===== src/rtl/dbg_pkg.sv =====
`default_nettype none
// ============================================================================
// Module      : dbg_pkg
// Description : Shared types and constants for the debug run/halt/step
//               controller (run-state encoding and halt-cause codes).
// Revision    : 1.0 - initial release
// ============================================================================
package dbg_pkg;

    // Width of the halt-cause code reported to the debug front-end
    localparam int CAUSE_W = 2;

    // Controller run state
    typedef enum logic [1:0] {
        ST_RUN  = 2'd0,
        ST_HALT = 2'd1,
        ST_STEP = 2'd2
    } dbg_state_e;

    // Halt-cause codes
    localparam logic [CAUSE_W-1:0] CAUSE_NONE  = 2'd0;
    localparam logic [CAUSE_W-1:0] CAUSE_DEBUG = 2'd1;
    localparam logic [CAUSE_W-1:0] CAUSE_STEP  = 2'd2;
    localparam logic [CAUSE_W-1:0] CAUSE_BP    = 2'd3;

endpackage : dbg_pkg
`default_nettype wire


===== src/rtl/dbg_bp_match.sv =====
`default_nettype none
// ============================================================================
// Module      : dbg_bp_match
// Description : Breakpoint slot register file with parallel PC comparators
//               and a lowest-index priority encoder.
// Revision    : 1.0 - initial release
// ============================================================================
module dbg_bp_match #(
    parameter int XLEN     = 32,
    parameter int NUM_BP   = 4,
    parameter int BP_IDX_W = (NUM_BP > 1) ? $clog2(NUM_BP) : 1
) (
    input  logic                clk,
    input  logic                rst_n,
    input  logic                bp_wr_en,
    input  logic [BP_IDX_W-1:0] bp_wr_idx,
    input  logic [XLEN-1:0]     bp_wr_addr,
    input  logic                bp_wr_valid,
    input  logic [XLEN-1:0]     pc_if,
    output logic                hit,
    output logic [BP_IDX_W-1:0] hit_idx
);

    logic [XLEN-1:0]   slot_addr_q [NUM_BP];
    logic [XLEN-1:0]   slot_addr_d [NUM_BP];
    logic [NUM_BP-1:0] slot_valid_q;
    logic [NUM_BP-1:0] slot_valid_d;
    logic [NUM_BP-1:0] match;

    // Slot write decode; an index with no matching slot writes nothing
    always_comb begin
        slot_valid_d = slot_valid_q;
        for (int i = 0; i < NUM_BP; i++) begin
            slot_addr_d[i] = slot_addr_q[i];
            if (bp_wr_en && (bp_wr_idx == BP_IDX_W'(i))) begin
                slot_addr_d[i]  = bp_wr_addr;
                slot_valid_d[i] = bp_wr_valid;
            end
        end
    end

    // Slot storage; reset leaves every slot invalid
    always_ff @(posedge clk or negedge rst_n) begin
        if (!rst_n) begin
            slot_valid_q <= '0;
            for (int i = 0; i < NUM_BP; i++) begin
                slot_addr_q[i] <= '0;
            end
        end else begin
            slot_valid_q <= slot_valid_d;
            for (int i = 0; i < NUM_BP; i++) begin
                slot_addr_q[i] <= slot_addr_d[i];
            end
        end
    end

    // One comparator per slot, compared against the stored (not incoming) value
    generate
        for (genvar g = 0; g < NUM_BP; g++) begin : g_cmp
            assign match[g] = slot_valid_q[g] && (slot_addr_q[g] == pc_if);
        end
    endgenerate

    // Lowest matching slot wins: scan from the top so lower indices overwrite
    always_comb begin
        hit_idx = '0;
        for (int i = NUM_BP - 1; i >= 0; i--) begin
            if (match[i]) begin
                hit_idx = BP_IDX_W'(i);
            end
        end
    end

    assign hit = |match;

endmodule : dbg_bp_match
`default_nettype wire


===== src/rtl/dbg_run_ctrl.sv =====
`default_nettype none
// ============================================================================
// Module      : dbg_run_ctrl
// Description : Run/halt/step controller producing the core advance enable,
//               with N-instruction stepping, PC breakpoints, halt-cause
//               reporting and a retired-instruction counter.
// Revision    : 1.0 - initial release
// ============================================================================
module dbg_run_ctrl #(
    parameter int XLEN     = 32,
    parameter int NUM_BP   = 4,
    parameter int STEP_W   = 16,
    parameter int BP_IDX_W = (NUM_BP > 1) ? $clog2(NUM_BP) : 1
) (
    input  logic                clk,
    input  logic                rst_n,
    input  logic                debug_en,
    input  logic                debug_step,
    input  logic [STEP_W-1:0]   step_count,
    input  logic                bp_wr_en,
    input  logic [BP_IDX_W-1:0] bp_wr_idx,
    input  logic [XLEN-1:0]     bp_wr_addr,
    input  logic                bp_wr_valid,
    input  logic [XLEN-1:0]     pc_if,
    input  logic                instr_retire,
    output logic                core_en,
    output logic                halted,
    output logic [1:0]          halt_cause,
    output logic [BP_IDX_W-1:0] bp_hit_idx,
    output logic [STEP_W-1:0]   steps_left,
    output logic [XLEN-1:0]     retire_cnt
);

    import dbg_pkg::*;

    dbg_state_e           state_q,      state_d;
    logic                 halted_q,     halted_d;
    logic [CAUSE_W-1:0]   cause_q,      cause_d;
    logic [BP_IDX_W-1:0]  bp_hit_idx_q, bp_hit_idx_d;
    logic [STEP_W-1:0]    steps_left_q, steps_left_d;
    logic [XLEN-1:0]      retire_cnt_q, retire_cnt_d;
    logic                 step_q;
    logic                 suppress_q,   suppress_d;

    logic                 bp_hit;
    logic [BP_IDX_W-1:0]  bp_idx;
    logic                 bp_fire;
    logic                 step_rise;
    logic                 retire_ok;

    dbg_bp_match #(
        .XLEN     (XLEN),
        .NUM_BP   (NUM_BP),
        .BP_IDX_W (BP_IDX_W)
    ) u_bp_match (
        .clk         (clk),
        .rst_n       (rst_n),
        .bp_wr_en    (bp_wr_en),
        .bp_wr_idx   (bp_wr_idx),
        .bp_wr_addr  (bp_wr_addr),
        .bp_wr_valid (bp_wr_valid),
        .pc_if       (pc_if),
        .hit         (bp_hit),
        .hit_idx     (bp_idx)
    );

    // A breakpoint stalls the matching instruction in the same cycle; suppress
    // keeps the resume PC from re-triggering until one instruction retires
    assign bp_fire   = (state_q != ST_HALT) && !suppress_q && bp_hit;
    assign core_en   = (state_q != ST_HALT) && !bp_fire;
    assign step_rise = debug_step && !step_q;
    assign retire_ok = instr_retire && core_en;

    // Next-state, cause, step counter and retire counter logic
    always_comb begin
        state_d      = state_q;
        cause_d      = cause_q;
        bp_hit_idx_d = bp_hit_idx_q;
        steps_left_d = steps_left_q;
        suppress_d   = suppress_q;

        if (retire_ok) begin
            suppress_d = 1'b0;
        end

        case (state_q)
            ST_RUN: begin
                if (bp_fire) begin
                    state_d      = ST_HALT;
                    cause_d      = CAUSE_BP;
                    bp_hit_idx_d = bp_idx;
                end else if (debug_en) begin
                    state_d = ST_HALT;
                    cause_d = CAUSE_DEBUG;
                end
            end
            ST_HALT: begin
                if (!debug_en) begin
                    state_d    = ST_RUN;
                    suppress_d = 1'b1;
                end else if (step_rise) begin
                    state_d      = ST_STEP;
                    steps_left_d = (step_count == '0) ? STEP_W'(1) : step_count;
                    suppress_d   = 1'b1;
                end
            end
            ST_STEP: begin
                if (!debug_en) begin
                    state_d      = ST_RUN;
                    steps_left_d = '0;
                end else if (bp_fire) begin
                    state_d      = ST_HALT;
                    cause_d      = CAUSE_BP;
                    bp_hit_idx_d = bp_idx;
                end else if (retire_ok) begin
                    if (steps_left_q == STEP_W'(1)) begin
                        state_d      = ST_HALT;
                        cause_d      = CAUSE_STEP;
                        steps_left_d = '0;
                    end else begin
                        steps_left_d = steps_left_q - STEP_W'(1);
                    end
                end
            end
            default: begin
                state_d = ST_RUN;
            end
        endcase

        halted_d     = (state_d == ST_HALT);
        retire_cnt_d = retire_ok ? (retire_cnt_q + XLEN'(1)) : retire_cnt_q;
    end

    // Controller state and registered outputs
    always_ff @(posedge clk or negedge rst_n) begin
        if (!rst_n) begin
            state_q      <= ST_RUN;
            halted_q     <= 1'b0;
            cause_q      <= CAUSE_NONE;
            bp_hit_idx_q <= '0;
            steps_left_q <= '0;
            retire_cnt_q <= '0;
            step_q       <= 1'b0;
            suppress_q   <= 1'b0;
        end else begin
            state_q      <= state_d;
            halted_q     <= halted_d;
            cause_q      <= cause_d;
            bp_hit_idx_q <= bp_hit_idx_d;
            steps_left_q <= steps_left_d;
            retire_cnt_q <= retire_cnt_d;
            step_q       <= debug_step;
            suppress_q   <= suppress_d;
        end
    end

    assign halted     = halted_q;
    assign halt_cause = cause_q;
    assign bp_hit_idx = bp_hit_idx_q;
    assign steps_left = steps_left_q;
    assign retire_cnt = retire_cnt_q;

endmodule : dbg_run_ctrl
`default_nettype wire


===== config.mk =====
export PLATFORM = sky130hd
export DESIGN_NAME = dbg_run_ctrl
export DESIGN_NICKNAME = d
export VERILOG_FILES = /design/src/rtl/dbg_pkg.sv /design/src/rtl/dbg_bp_match.sv /design/src/rtl/dbg_run_ctrl.sv
export SDC_FILE = /design/constraint.sdc
export NUM_CORES = 1
export LEC_CHECK = 0
export CELL_PAD_IN_SITES_DETAIL_PLACEMENT = 0
export CELL_PAD_IN_SITES_GLOBAL_PLACEMENT = 1
export CORE_MARGIN = 8
export CORE_UTILIZATION = 47
export DETAILED_ROUTE_END_ITERATION = 10
export PLACE_DENSITY_LB_ADDON = 0.1
export SLEW_MARGIN = 10
export SYNTH_ARGS = -nofsm -noshare
export SYNTH_HDL_FRONTEND = slang
export SYNTH_SLANG_ARGS = --single-unit
export TNS_END_PERCENT = 20

===== constraint.sdc =====
create_clock -name clk -period 7.45 [get_ports clk]
set_clock_uncertainty 0.15 [all_clocks]
set_input_delay 1.1175 -clock clk [delete_from_list [all_inputs] [get_ports clk]]
set_output_delay 1.1175 -clock clk [all_outputs]
set_load 0.01 [all_outputs]

# --- Word level (Yosys, flattened, before mapping) ---
# Index checks and enable logic that the tools add are counted.
word_totals:
  register_bits: 189
  wordCells: 98
  in_bits: 89
op_classes:
  n_addsub: 2
  n_eq_ne: 20
  reduce_logical: 25
  n_mux: 35
ops:
  columns: ["cell", "n"]
  rows:
  - ["$eq 32x32->1", 4]
  - ["$mux 16", 7]
  - ["$mux 2", 20]
  - ["$add 32x1->32 const B", 1]
  - ["$pmux 16 s2", 1]
  - ["$eq 16x1->1 const B", 1]
  - ["$logic_not 16->1", 1]
  - ["$sub 16x1->16 const B", 1]
  - ["$ne 3x3->1 const B", 5]
  - ["$logic_and 1x1->1", 13]
  - ["$reduce_and 5->1", 2]
  - ["$pmux 2 s2", 2]
  - ["$eq 2x1->1 const B", 3]
  - ["$eq 2x2->1 const B", 3]
  - ["$ne 2x2->1 const B", 3]
  - ["$pmux 2 s3", 1]
  - ["$logic_not 2->1", 2]
  - ["$mux 1", 4]
  - ["$reduce_bool 2->1", 2]
  - ["$reduce_or 4->1", 1]
  - ["$logic_not 1->1", 3]
  - ["$ne 2x1->1 const B", 1]
  - ["$reduce_and 2->1", 1]

# --- Depth between registers and ports, before layout ---
logic_depth:
  ltp_word: 12
  depth_mapped: 10
  ltp_nobuf: 8

# --- Modules after synthesis ---
# Synthesis repeated with hierarchy kept, for this count alone.
hier_totals:
  cells_unflattened: 758
  hier_area_um2: 9312.7
by_module_without_submodules:
  columns: ["mod", "seq_area_each_um2", "instances", "area_each_um2", "cells_each"]
  rows:
  - ["dbg_bp_match", 3303.2, 1, 6338.6, 463]
  - ["dbg_run_ctrl", 1426.4, 1, 2974.1, 295]

# --- Least setup slack after synthesis ---
# OpenSTA, ideal clock, no wires.
synth_path:
  path_type: "input port to output port"
  start: "input port pc_if[24]"
  end: "output port core_en"
  path_buffers: 0
  required_time_ps: 6182
  stages: 6
  t_arrival_ps: 2609
  path_slack_ps: 3574
  path_cell_list: "xor2_1 -> nor4_1 -> nand4_1 -> or4_4 -> a41oi_4 -> nor2_1"
synth_between:
  elab_chain_cells: 6
  word_cells_on_any_way: 12
  cone_classes: "4 x eq/ne; 8 x reduce/logical"
synth_rtl:
  columns: ["item", "line_no", "source"]
  rows:
  - ["from (decl)", "dbg_run_ctrl.sv:24", "input logic [XLEN-1:0] pc_if,"]
  - ["$eq 32x32->1", "dbg_bp_match.sv:60", "assign match[g] = slot_valid_q[g] && (slot_addr_q[g] == pc_if);"]
  - ["$logic_and 1x1->1", "dbg_bp_match.sv:60", null]
  - ["$reduce_or 4->1 *", "dbg_bp_match.sv:74", "assign hit = |match;"]
  - ["$logic_and 1x1->1 *", "dbg_run_ctrl.sv:69", "assign bp_fire = (state_q != ST_HALT) && !suppress_q && bp_hit;"]
  - ["$logic_not 1->1 *", "dbg_run_ctrl.sv:70", "assign core_en = (state_q != ST_HALT) && !bp_fire;"]
  - ["$logic_and 1x1->1 *", "dbg_run_ctrl.sv:70", null]
  - ["to (decl)", "dbg_run_ctrl.sv:26", "output logic core_en,"]
# Every way passes the cells marked *; elsewhere a longest branch is shown, timed or not.

# --- Worst setup path after layout ---
layout_path:
  start: "input port pc_if[13]"
  end: "output port core_en"
# Same word-level chain as after synthesis.

==> impl_metrics.tcl <==
set metrics [dict create \
    dr.pass1.iters 4 \
    cts_buffer_depth 2 \
    cts_tree "built" \
    min_from "retire_cnt[31]" \
    power_density_mw_per_mm2 262 \
    multi_input_area_mm2 0.00438 \
    clock_latency_ps 430 \
    ys_seq_area_share_pct 51.0 \
    synthFlopType "dfrtp_1" \
    register_area_mm2 0.00473 \
    gr-usage-all-layers_pct 21.0 \
    ctsResizeCount 0 \
    fillers 1629 \
    drtIter0Drc 328 \
    fin_crit_ps 5380 \
    status "finished clean" \
    tightest_slew_ps 1160 \
    crit_top_cell "clkdlybuf4s50_1" \
    max_slew_margin_pct 21.8 \
    post_drt_wl_per_cell_um 21.1 \
    crit_start "pc_if[13]" \
    whs_path_depth 1 \
    grt.overflow.total 0 \
    ir_drop_v 0.000160 \
    cp_max_fo 7 \
    cp-start-kind "input pin" \
    setup_viol 0 \
    io_pins 143 \
    max_stage_delay_ps 550 \
    drive_above_1_share_pct 20.0 \
    core_mm2 0.0194 \
    rsz0062_at_grt "no" \
    cp.arrival_ps 4120 \
    dieArea_mm2 0.0245 \
    worstPathRequired_ps 6180 \
    postCtsHoldBufs 0 \
    async_reset_ff_share_pct 100 \
    cts_buffers 17 \
    worst-setup-path-type "in -> out" \
    io_buffers 142 \
    grt_start_max_net_pins 120 \
    cp_cell_sequence "clkdlybuf4s50_1, xor2_1, nor4_1, nand3_1, or4_4, a41oi_4, nor2_1, clkdlybuf4s50_1" \
    drc 0 \
    hpwl_mm 18.1 \
    cellLeakagePower_uw 0.00475 \
    wl_mm 24.9 \
    finalHoldViolations 0 \
    worst_slack_ps 2070 \
    post_cts_buffers 0 \
    ys_types 49 \
    antenna_found_initial 2 \
    synth_cells 761 \
    antenna_cells 0 \
    maxSlewViolCount 0 \
    die_h_um 156 \
    via_per_inst 5.43 \
    syn_nets 853 \
    rr_worst_depth 8 \
    fin_nets 997 \
    fmax_mhz 186 \
    critical_path.slowest_cell "clkdlybuf4s50_1" \
    cts_sinks 189 \
    clock_tree.htree_level_count 4 \
    num_vias 6425 \
    hold_path_class "reg -> reg" \
    final_common_cell "dfrtp_1" \
    max-cap-violations 0 \
    postRouteAntennaNets 0 \
    crit_path_end_kind "primary output" \
    first_global_vias 7053 \
    avgSynthCellArea_um2 12.2 \
    final.period_utilization_pct 72.3 \
    ys_ff_latch 189 \
    root_buffer "clkbuf_16" \
    clk_pin_slew_ps 70 \
    final_cell_mix "dfrtp_1, clkdlybuf4s50_1, mux2_2, xor2_1, xnor2_1" \
    pre_cts_slack_ps 2130 \
    synth-edff-count 0 \
    r2r_start "u_bp_match.slot_addr_q[61]" \
    area_growth_pct 25.2 \
    fin_hold_ws_ps 328 \
    die_w_um 156 \
    rows 51 \
    synth.cell_area_mm2 0.00927 \
    grt_pass1_wl_mm 39.3 \
    fin_tns_setup_ps 0 \
    initial_core_util_pct 47.8 \
    yosysWarningCount 0 \
    place_congestion 0.834 \
]
where the power goes:
group          internal [uW]  leakage, uW  switching [uW]
logic                    364      0.00214             325
clock network            584     0.000311             399
registers               1210      0.00230             157
total                   2160      0.00475             881
registers in the layout, summed over array words and instances (netlist names):
| name | flops |
|---|---|
| state_q | 2 |
| suppress_q | 1 |
| steps_left | 16 |
| u_bp_match.slot_valid_q | 4 |
| u_bp_match.slot_addr_q | 128 |
| halt_cause | 2 |
| step_q | 1 |
| halted | 1 |
| retire_cnt | 32 |
| bp_hit_idx | 2 |
layout make-up:
cell class | count | share of cell area (%)
well taps | 265 | 2.86
multi-input cells | 537 | 37.8
clock inverters | 12 | 1.60
clock buffers | 20 | 3.94
repair buffers | 147 | 12.6
flip-flops and latches | 189 | 40.8
inverters | 13 | 0.421
through the flow:
step / cell area [um^2] / utilization (%) / total power (uW) / std cells
CTS: 11600 / 59.8 / 3070 / 1183
detailed placement: 11000 / 56.5 / 2080 / 1151
global route: 11600 / 59.8 / 3190 / 1183
global placement: 11000 / 56.5 / 2060 / 1151
finish: 11600 / 59.8 / 3040 / 1183
floorplan: 9270 / - / 1740 / 761
critical path: cells and delay by family:
family / cells / cell delay, ps
AO/OA/AOI/OAI: 1 / 300
AND/OR/NAND/NOR: 4 / 1370
XOR/XNOR: 1 / 260
buffers and inverters: 2 / 1050
Yosys cell counts (3+ instances only):
master,instances,area share (%)
nor4_1,25,1.7
nor3_1,14,0.76
ha_1,3,0.41
nand2b_1,4,0.27
a32oi_1,8,0.76
o22ai_1,3,0.20
buf_6,3,0.36
o21ai_1,9,0.49
inv_1,12,0.49
o21ai_0,21,1.1
and3_1,10,0.68
nor2b_1,3,0.20
or3_1,3,0.20
mux2_2,134,16
nand3_1,24,1.3
dfrtp_1,189,51
xnor2_1,70,6.6
clkbuf_1,14,0.57
nor2_1,22,0.89
and2_1,8,0.54
a22oi_1,5,0.41
nand2_1,17,0.69
buf_2,3,0.16
nand4_1,28,1.9
a21oi_1,13,0.70
xor2_1,86,8.1
or4_4,3,0.36
kinds of logic after synthesis:
kind of cell / synth area share, %
AOI/OAI and AO/OA: 5.52
xor gates and xnor gates: 14.7
adders and majority gates: 0.405
muxes: 16.3
DFF: 51.0
buffers and inverters: 1.70
and+or+nand+nor: 10.3
path summary, 6_finish.rpt:
check,end,slack (ps)
max in group asynchronous,steps_left[5],4930
min in group asynchronous,u_bp_match.slot_addr_q[116],700
worst min register to register,retire_cnt[31],330
worst max register to register,steps_left[7],3990
worst max-delay path,core_en,2070
worst min-delay path,retire_cnt[31],330
routing by layer:
| metal | vias up | track usage (%) | share of wire [%] |
|---|---|---|---|
| met5 | - | 0 | 0.12 |
| met1 | 3228 | 25.7 | 43 |
| met2 | 146 | 35.5 | 50 |
| li1 | 3012 | - | - |
| met4 | 4 | 7.83 | 2.4 |
| met3 | 35 | 4.66 | 5.2 |
No activity file was read; power rests on OpenSTA's default activity.
